### src/rtl/debounce_pkg.sv
// rtl/debounce_pkg.sv - shared defaults, types and helpers for the switch debouncer bank
//
// Purpose: defaults for debounce_bank parameters, the per-channel state type
// and the prescaler width helper used by the top level.
package debounce_pkg;

  localparam int N_CH_DEF     = 16;
  localparam int CNT_W_DEF    = 16;
  localparam int PRESCALE_DEF = 1000;

  // STABLE: synchronised input matches the debounced level.
  // PENDING: they differ and the stability counter is running.
  typedef enum logic {
    STABLE  = 1'b0,
    PENDING = 1'b1
  } db_state_t;

  // Width of a counter that runs 0..prescale-1. It never drops below one bit,
  // so the counter declaration stays legal for tiny prescale values.
  function automatic int prescale_width(input int prescale);
    return (prescale <= 2) ? 1 : $clog2(prescale);
  endfunction

endpackage

### src/rtl/debounce_chan.sv
// rtl/debounce_chan.sv - one debounce channel: synchroniser, stability counter, level and edges
//
// Purpose: debounces a single raw switch input against a shared tick.
// Ports:
//   clock, reset     system clock, asynchronous active-high reset
//   switch_i         raw asynchronous switch input
//   tick_i           shared debounce tick (one cycle wide)
//   hold_ticks_i     ticks of stability required before accepting (0 acts as 1)
//   switch_db_o      debounced level
//   rise_o, fall_o   registered one-cycle edge pulses of switch_db_o
module debounce_chan
  import debounce_pkg::*;
#(
  parameter int CNT_W       = 16,
  parameter int SYNC_STAGES = 2
) (
  input  logic             clock,
  input  logic             reset,
  input  logic             switch_i,
  input  logic             tick_i,
  input  logic [CNT_W-1:0] hold_ticks_i,
  output logic             switch_db_o,
  output logic             rise_o,
  output logic             fall_o
);

  logic [SYNC_STAGES-1:0] sync_chain_q, sync_chain_d;
  logic                   sync_q;
  logic [CNT_W-1:0]       cnt_q, cnt_d;
  logic                   db_q, db_d;
  logic                   rise_q, rise_d;
  logic                   fall_q, fall_d;
  db_state_t              state;
  logic [CNT_W:0]         cnt_inc;
  logic [CNT_W:0]         hold_eff;
  logic                   accept;

  assign sync_chain_d = {sync_chain_q[SYNC_STAGES-2:0], switch_i};
  assign sync_q       = sync_chain_q[SYNC_STAGES-1];

  always_comb begin
    state    = (sync_q != db_q) ? PENDING : STABLE;
    // One extra bit so cnt+1 at all-ones still compares correctly.
    cnt_inc  = {1'b0, cnt_q} + {{CNT_W{1'b0}}, 1'b1};
    hold_eff = (hold_ticks_i == '0) ? {{CNT_W{1'b0}}, 1'b1} : {1'b0, hold_ticks_i};
    accept   = (state == PENDING) && tick_i && (cnt_inc >= hold_eff);

    cnt_d  = cnt_q;
    db_d   = db_q;
    rise_d = 1'b0;
    fall_d = 1'b0;

    if (state == STABLE) begin
      // Covers bounce-back too: any cycle of agreement restarts the count.
      cnt_d = '0;
    end else if (accept) begin
      db_d   = sync_q;
      cnt_d  = '0;
      rise_d = sync_q;
      fall_d = ~sync_q;
    end else if (tick_i && (cnt_q != '1)) begin
      cnt_d = cnt_inc[CNT_W-1:0];
    end
  end

  always_ff @(posedge clock or posedge reset) begin
    if (reset) begin
      sync_chain_q <= '0;
      cnt_q        <= '0;
      db_q         <= 1'b0;
      rise_q       <= 1'b0;
      fall_q       <= 1'b0;
    end else begin
      sync_chain_q <= sync_chain_d;
      cnt_q        <= cnt_d;
      db_q         <= db_d;
      rise_q       <= rise_d;
      fall_q       <= fall_d;
    end
  end

  assign switch_db_o = db_q;
  assign rise_o      = rise_q;
  assign fall_o      = fall_q;

endmodule

### src/rtl/debounce_bank.sv
// rtl/debounce_bank.sv - multi-channel switch debouncer with shared tick prescaler and sticky events
//
// Purpose: N_CH independent debounce channels sharing one tick prescaler,
// plus write-1-to-clear sticky event flags.
// Ports:
//   clock, reset     system clock, asynchronous active-high reset
//   switch           raw asynchronous switch inputs
//   hold_ticks       stability time in ticks (0 acts as 1), sampled each tick
//   event_clear      write-1-to-clear mask for event_pending
//   switch_db        debounced levels
//   rise, fall       one-cycle pulses on debounced edges
//   event_pending    sticky flag per channel, set on any rise or fall
module debounce_bank
  import debounce_pkg::*;
#(
  parameter int N_CH        = N_CH_DEF,
  parameter int CNT_W       = CNT_W_DEF,
  parameter int SYNC_STAGES = 2,
  parameter int PRESCALE    = PRESCALE_DEF
) (
  input  logic             clock,
  input  logic             reset,
  input  logic [N_CH-1:0]  switch,
  input  logic [CNT_W-1:0] hold_ticks,
  input  logic [N_CH-1:0]  event_clear,
  output logic [N_CH-1:0]  switch_db,
  output logic [N_CH-1:0]  rise,
  output logic [N_CH-1:0]  fall,
  output logic [N_CH-1:0]  event_pending
);

  localparam int PS_W = prescale_width(PRESCALE);

  logic            tick;
  logic [N_CH-1:0] ep_q, ep_d;

  generate
    if (PRESCALE == 1) begin : g_no_prescale
      assign tick = 1'b1;
    end else begin : g_prescale
      localparam logic [PS_W-1:0] PS_LAST = PS_W'(PRESCALE - 1);
      logic [PS_W-1:0] ps_q, ps_d;

      assign tick = (ps_q == PS_LAST);
      assign ps_d = tick ? '0 : ps_q + PS_W'(1);

      always_ff @(posedge clock or posedge reset) begin
        if (reset) begin
          ps_q <= '0;
        end else begin
          ps_q <= ps_d;
        end
      end
    end
  endgenerate

  generate
    for (genvar i = 0; i < N_CH; i++) begin : g_chan
      debounce_chan #(
        .CNT_W       (CNT_W),
        .SYNC_STAGES (SYNC_STAGES)
      ) u_chan (
        .clock        (clock),
        .reset        (reset),
        .switch_i     (switch[i]),
        .tick_i       (tick),
        .hold_ticks_i (hold_ticks),
        .switch_db_o  (switch_db[i]),
        .rise_o       (rise[i]),
        .fall_o       (fall[i])
      );
    end
  endgenerate

  // Set terms are OR-ed after the clear so a same-cycle edge wins.
  assign ep_d = (ep_q & ~event_clear) | rise | fall;

  always_ff @(posedge clock or posedge reset) begin
    if (reset) begin
      ep_q <= '0;
    end else begin
      ep_q <= ep_d;
    end
  end

  assign event_pending = ep_q;

endmodule

### config.mk
export PLATFORM = sky130hd
export DESIGN_NAME = debounce_bank
export DESIGN_NICKNAME = d
export VERILOG_FILES = /design/src/rtl/debounce_pkg.sv /design/src/rtl/debounce_chan.sv /design/src/rtl/debounce_bank.sv
export SDC_FILE = /design/constraint.sdc
export NUM_CORES = 1
export LEC_CHECK = 0
export CORE_ASPECT_RATIO = 1.25
export CORE_UTILIZATION = 45
export DETAILED_ROUTE_END_ITERATION = 8
export PLACE_DENSITY_LB_ADDON = 0.05
export SLEW_MARGIN = 15
export SYNTH_ARGS = -nofsm -noshare
export SYNTH_HDL_FRONTEND = slang
export SYNTH_SLANG_ARGS = --single-unit
### constraint.sdc
create_clock -name clock -period 15 [get_ports clock]
set_input_delay 2.25 -clock clock [delete_from_list [all_inputs] [get_ports clock]]
set_output_delay 2.25 -clock clock [all_outputs]
set_load 0.005 [all_outputs]
==> results of run 1 <==
==> flip-flops by register name, summed over array words and instances (netlist names) <==
register / cells
g_chan.u_chan.rise_o: 16
g_chan.u_chan.switch_db_o: 16
g_chan.u_chan.cnt_q: 256
g_prescale.ps_q: 10
g_chan.u_chan.sync_chain_q: 32
event_pending: 16
g_chan.u_chan.fall_o: 16
==> critical path, cell delays in order <==
cell	delay, ns
clkdlybuf4s50_1	0.42
nor4_1	0.31
a41o_1	0.22
buf_4	0.34
ha_1	0.30
nand2b_1	0.13
a21o_1	0.18
o2111ai_1	0.19
a311oi_1	0.14
o31ai_1	0.61
nand2_1	0.50
a21oi_1	0.24
==> report_power, final <==
part           switching, W  total [W]  internal, W  leakage, nW
registers        0.00000722   0.000990     0.000983         4.96
clock network      0.000440    0.00117     0.000732        0.772
logic             0.0000902   0.000133    0.0000426         7.37
total              0.000538    0.00230      0.00176         13.1
==> per-layer routing <==
metal | vias to the layer above | global-route usage | share of wire
met2 | 239 | 0.407 | 0.49
met5 | - | 0 | 0
li1 | 9734 | - | -
met1 | 9630 | 0.282 | 0.45
met4 | 0 | 0.0734 | 0.028
met3 | 95 | 0.0300 | 0.031
==> final cells by class <==
cell class              count  area, um^2  area share
flip-flops and latches    362        9060       0.318
diodes                      1        2.50   0.0000878
multi-input cells        2217       15300       0.538
repair buffers            142        1340      0.0471
clock buffers              57        1230      0.0432
inverters                  72         278     0.00974
well taps                 735         920      0.0323
clock inverters            21         343      0.0120
==> layout by cell type (no fill, tap or decap), types with 10 or more instances in the layout <==
master	synthesis	final
nand3_1	164	164
or3_1	10	10
nor2b_1	26	25
a21o_1	45	45
and3_1	51	51
clkbuf_16	0	45
nor3b_1	23	23
inv_1	71	70
buf_4	52	29
clkdlybuf4s50_1	0	112
and2_1	15	15
nand2_1	257	257
nor3_1	51	51
mux2_2	13	13
a21oi_1	104	104
and4_1	21	21
o21ai_0	60	60
nor4_1	14	12
xnor2_1	240	240
nand2b_1	13	13
xor2_1	206	206
a31oi_1	11	11
nand4_1	61	61
dfrtp_1	362	362
or2_2	13	13
nor2_1	387	387
ha_1	257	257
==> logic make-up (layout without fill, tap and decap cells) <==
logic type | Yosys count | in the layout
buffers and inverters | 194 | 292
multiplexers | 18 | 18
AO/OA/AOI/OAI | 338 | 338
adder cells (fa/ha/maj) | 265 | 265
flip-flops | 362 | 362
AND/OR/NAND/NOR | 1146 | 1146
XOR/XNOR | 450 | 450
other | 0 | 1
==> through the flow <==
| step | hold slack, ns | utilization | total power, W | cell area [um^2] | cells |
|---|---|---|---|---|---|
| finish | 0.341 | 0.516 | 0.00230 | 28500 | 3607 |
| global route | 0.344 | 0.516 | 0.00239 | 28500 | 3606 |
| CTS | 0.346 | 0.516 | 0.00233 | 28500 | 3606 |
| detailed placement | 0.335 | 0.487 | 0.00114 | 26900 | 3528 |
| global placement | 0.332 | 0.487 | 0.00114 | 26900 | 3528 |
| floorplan | 0.331 | - | 0.00108 | 25400 | 2773 |
==> final timing paths <==
check,slack (ns),cells after the start,to
max reg2reg,10.55,14,g_chan[7].u_chan.cnt_q[2]$_DFFE_PP0P_
max,9.62,12,g_chan[5].u_chan.cnt_q[1]$_DFFE_PP0P_
max in group asynchronous,10.57,4,event_pending[12]$_DFF_PP0_
min,0.34,0,g_chan[3].u_chan.sync_chain_q[1]$_DFF_PP0_
min in group asynchronous,2.19,2,g_chan[6].u_chan.cnt_q[7]$_DFFE_PP0P_
min reg2reg,0.34,0,g_chan[3].u_chan.sync_chain_q[1]$_DFF_PP0_
==> run summary, run 1 <==
Critical Path AT: 5.86 ns
maximum fanout along the worst path: 16
Slew HR: 0.272
global-route wire length before repair: 105,000 um
# setup viols final: 0
worst skew pair latency: 0.58 ns
PD cells: 80.5 nW/um^2
hold buffer count at cts: 0
Syn Std Cell Area: 25,400 um^2
drt first pass iters: 4
via count of the routed design: 19,700
Setup WS pre-CTS: 8.91 ns
port buffer count: 113
status: completed
Reg clk slew, reported paths: 0.06 ns
Final WS setup: 9.62 ns
DRT iter0 DRCs: 835
critical path startpoint category: primary input
HP Class: reg -> reg
DRC viols: 0
# Post-CTS Setup Buffers: 0
WL per Instance: 17.8 um
Yosys warnings: 0
Post-CTS Resized: 0
compound-gate portion of the synthesized area: 0.0921
post-synthesis mux area share: 0.00794
Initial Utilization: 0.459
I/O pins: 114
largest family of logic cells by synthesized area: simple AND/OR/NAND/NOR gates
post-route ant nets: 0
total CTS buffers: 43
Post-DP HPWL: 42,700 um
final setup skew: 0.0226 ns
fin crit period: 5.38 ns
Required @ worst endpoint: 15.48 ns
Setup CP Type: in -> reg
pin count of the biggest net entering global routing: 101
Post-Synth Simple-Gate Area: 0.216
Most used DFF post-synth: dfrtp_1
post-DR vias/cell: 5.46
XOR/XNOR Fraction of Synth Area: 0.158
CTS Root Cell: clkbuf_16
grt total ovfl: 0
Mapped Nets: 3,080
setup repair after global routing missed its margin: no
peak supply drop: 0.0825 mV
register area share after synthesis: 0.357
number of synthesized flops with an enable pin: 0
total global-route track usage: 0.227
Yosys reg bits: 362
syn_area_per_cell: 9.15 um^2
Final Hold Viols: 0
initial antenna violation count: 0
worst slew pin tran: 1.09 ns
synth cell count leaders: 387 x nor2_1, 362 x dfrtp_1, 257 x ha_1, 257 x nand2_1, 240 x xnor2_1
final wirelength: 64,100 um
Setup TNS: 0 ns
Die Width: 214 um
Pleak: 13.1 nW
Post-synth ARST share: 1.00
share of the synthesized area in the top cell type: 0.357
area grow syn2layout: 12.4%
Gate Count Post-Synth: 2,773
FMAX: 0.186 GHz
Hold Crit Start: g_chan[3].u_chan.sync_chain_q[0]$_DFF_PP0_
Die Footprint: 57,300 um^2
Rows: 96
chip height: 267 um
final net count: 3,145
Bufs on Longest Clock Path: 3
CTS HTree Levels: 2
fillers: 5,142
count leader, synth: nor2_1
Clock Sinks: 362
layout cells sized above 1: 0.0617
Synth cell types: 99
Adder-Cell Fraction of Synth Area: 0.130
core area: 55,300 um^2
Setup crit end kind: register
vias in the first global route: 20,000
Synth area leader: dfrtp_1
placer congestion estimate: 0.837
MaxCap Viol Count: 0
period utilization: 0.359
CTS tree: built
Reg-to-Reg Start: g_chan[7].u_chan.cnt_q[0]$_DFFE_PP0P_
Slew Viols, Final: 0
crit path from: hold_ticks[9]
Area contributors post-synth: dfrtp_1 36%, ha_1 13%, xnor2_1 8.3%
No activity file was read; power rests on OpenSTA's default activity.
==> run 2, diff against run 1 <==
- clock period: 15 -> 5.1 ns (I/O delays scaled with it)
==> run 2 against run 1 <==
Net effect:
- power grew to 2.9 times the previous value
- critical path depth is 3 higher
- first-iteration DRC count is 31% higher
- global-route usage increased by 0.26 points
- sequential share of layout area down 0.10 points
- sequential cell count did not move
- die area is the same
- clock-buffer cell count is 1 higher
- non-clock buffer count rose by 19
- cell count grew 0.42%
- register-to-register slack worse by 9.8 ns
- combinational power rose to 3.1 times the previous value
- largest cell class unchanged
- largest power group unchanged
==> run summary, run 2 (synthesis gave the netlist of run 1 again) <==
status: completed
hold buffer count at cts: 0 (unchanged)
flop-to-flop setup slack: 0.70 ns (-9.85 ns)
WHS Path Cells: 0 (unchanged)
Critical Path AT: 4.89 ns (-0.97 ns)
drt first pass iters: 5 (+1)
critical path, cell by cell: ha_1, and3_1, nand4_1, nor3_1, nand3_1, xnor2_1, ha_1, and3_1, a221oi_1, o21ai_0, a211o_1, nor2b_1, buf_4, a21o_1, a32o_1
peak supply drop: 0.207 mV (+150%)
setup repair after global routing missed its margin: no
post-route ant nets: 0 (unchanged)
DRT iter0 DRCs: 1,092 (+31%)
period utilization: 0.863
Crit path max-delay family: simple AND/OR/NAND/NOR gates
leading cell type in the layout, fill and taps excluded: nor2_1
Register-to-Register Path Depth: 15 (+1)
Final Hold Viols: 0 (unchanged)
placer congestion estimate: 0.847 (+1.3%)
initial antenna violation count: 0 (unchanged)
global-route wire length before repair: 105,000 um (+0.33%)
vias in the first global route: 19,900 (-0.50%)
Post-DP HPWL: 46,700 um (+9.6%)
CP peak stage delay: 0.51 ns (-0.10 ns)
Hold Crit Start: g_chan[7].u_chan.sync_chain_q[0]$_DFF_PP0_
I/O pins: 114 (unchanged)
hold slack: 0.324 ns (-0.0167 ns)
Pleak: 13.1 nW (+0.36%)
final wirelength: 65,400 um (+2.1%)
Hold Path End: g_chan[7].u_chan.sync_chain_q[1]$_DFF_PP0_
Setup CP Type: reg -> reg
Die Width: 214 um (unchanged)
worst skew pair latency: 0.57 ns (about the same)
maximum fanout along the worst path: 10 (-6)
max reg flops: 256 (unchanged)
HP Class: reg -> reg
critical path startpoint category: register
Largest regs: g_chan.u_chan.cnt_q: 256 flops, g_chan.u_chan.sync_chain_q: 32 flops
chip height: 267 um (unchanged)
cell area after layout: 28,600 um^2 (+0.32%)
# Post-CTS Setup Buffers: 0 (unchanged)
Crit-path slowest cell: nor3_1
Slew Viols, Final: 0 (unchanged)
DRC viols: 0 (unchanged)
area grow syn2layout: 12.8%
Setup TNS: 0 ns (unchanged)
Die Footprint: 57,300 um^2 (unchanged)
Worst Path Buf+Inv: 1 (-1)
grt total ovfl: 0 (unchanged)
via count of the routed design: 19,800 (+0.64%)
final net count: 3,163 (+0.57%)
Slew HR: 0.267 (-0.00506)
FMAX: 0.227 GHz
CTS tree: built
fin crit period: 4.40 ns
MaxCap Viol Count: 0 (unchanged)
CTS HTree Levels: 2 (unchanged)
total CTS buffers: 42 (-2.3%)
total global-route track usage: 0.230 (+0.00259)
Reg clk slew, reported paths: 0.06 ns (about the same)
WL per Instance: 18.1 um (+1.7%)
Layout Cells excl Fill: 3,622 (+0.42%)
PD cells: 231 nW/um^2 (+190%)
port buffer count: 113 (unchanged)
DP Area: 27,100 um^2 (+0.66%)
core area: 55,300 um^2 (unchanged)
CTS Root Cell: clkbuf_16
final setup skew: 0.0255 ns (+0.00290 ns)
pin count of the biggest net entering global routing: 101 (unchanged)
post-DR vias/cell: 5.47 (+0.22%)
# setup viols final: 0 (unchanged)
Final Power: 0.00660 W (+190%)
worst slew pin tran: 1.09 ns (-0.00301 ns)
Reg-to-Reg Start: g_chan[7].u_chan.cnt_q[0]$_DFFE_PP0P_
most frequent cells in the layout: 387 x nor2_1, 362 x dfrtp_1, 257 x nand2_1, 257 x ha_1, 240 x xnor2_1
WP depth: 15 (+3)
Post-CTS Resized: 0 (unchanged)
Bufs on Longest Clock Path: 3 (unchanged)
Required @ worst endpoint: 5.59 ns (-9.89 ns)
Clock Sinks: 362 (unchanged)
FF-to-FF End: g_chan[7].u_chan.cnt_q[9]$_DFFE_PP0P_
Reg with most FFs: g_chan.u_chan.cnt_q
DP Cell Count: 3,547 (+0.54%)
Rows: 96 (unchanged)
Setup crit end kind: register
ANT cells: 0 (-1)
layout cells sized above 1: 0.0662 (+0.00451)
Initial Utilization: 0.459 (unchanged)
==> run 2: worst max path at each step <==
stage / start / end / slack, ns
detailed placement: hold_ticks[5] / g_chan[5].u_chan.cnt_q[3]$_DFFE_PP0P_ / 0.44
floorplan: reset / event_pending[0]$_DFF_PP0_ / -0.52
CTS: g_chan[7].u_chan.cnt_q[0]$_DFFE_PP0P_ / g_chan[7].u_chan.cnt_q[9]$_DFFE_PP0P_ / 0.74
global placement: hold_ticks[5] / g_chan[5].u_chan.cnt_q[3]$_DFFE_PP0P_ / 0.44
finish: g_chan[7].u_chan.cnt_q[0]$_DFFE_PP0P_ / g_chan[7].u_chan.cnt_q[9]$_DFFE_PP0P_ / 0.70
global route: g_chan[7].u_chan.cnt_q[0]$_DFFE_PP0P_ / g_chan[7].u_chan.cnt_q[11]$_DFFE_PP0P_ / 0.42
==> run 2: power breakdown <==
| group | internal, W | total, W | switching, W |
|---|---|---|---|
| combinational | 0.000137 | 0.000410 | 0.000272 |
| sequential | 0.00289 | 0.00291 | 0.0000209 |
| clock | 0.00201 | 0.00328 | 0.00127 |
| total | 0.00504 | 0.00660 | 0.00156 |
==> run 2: cell type report <==
type,instances,area [um^2]
clock inverters,17,253
repair buffers,161,1520
flip-flops and latches,362,9060
clock buffers,58,1240
well taps,735,920
fillers,5214,26600
multi-input cells,2217,15300
inverters,72,274
==> run 2: metrics by stage <==
stage                util  worst slack, ns
finish              0.518            0.701
global route        0.518            0.420
CTS                 0.518            0.737
detailed placement  0.491            0.439
global placement    0.491            0.438
floorplan               -           -0.519
==> run 2: layer usage <==
layer | vias up | part of all wire | global-route usage
met5 | - | 0 | 0
met4 | 0 | 0.038 | 0.0907
met3 | 142 | 0.032 | 0.0279
met2 | 347 | 0.49 | 0.411
met1 | 9561 | 0.44 | 0.281
li1 | 9774 | - | -
==> run 2: worst reg2reg max path, delay by kind of cell, from the launching register on <==
kind / cells / cell delay (ns)
buf+inv: 1 / 0.27
compound gates: 5 / 0.99
fa+ha+maj: 2 / 0.57
xor+xnor: 1 / 0.24
flops: 1 / 0.42
simple gates: 6 / 1.85
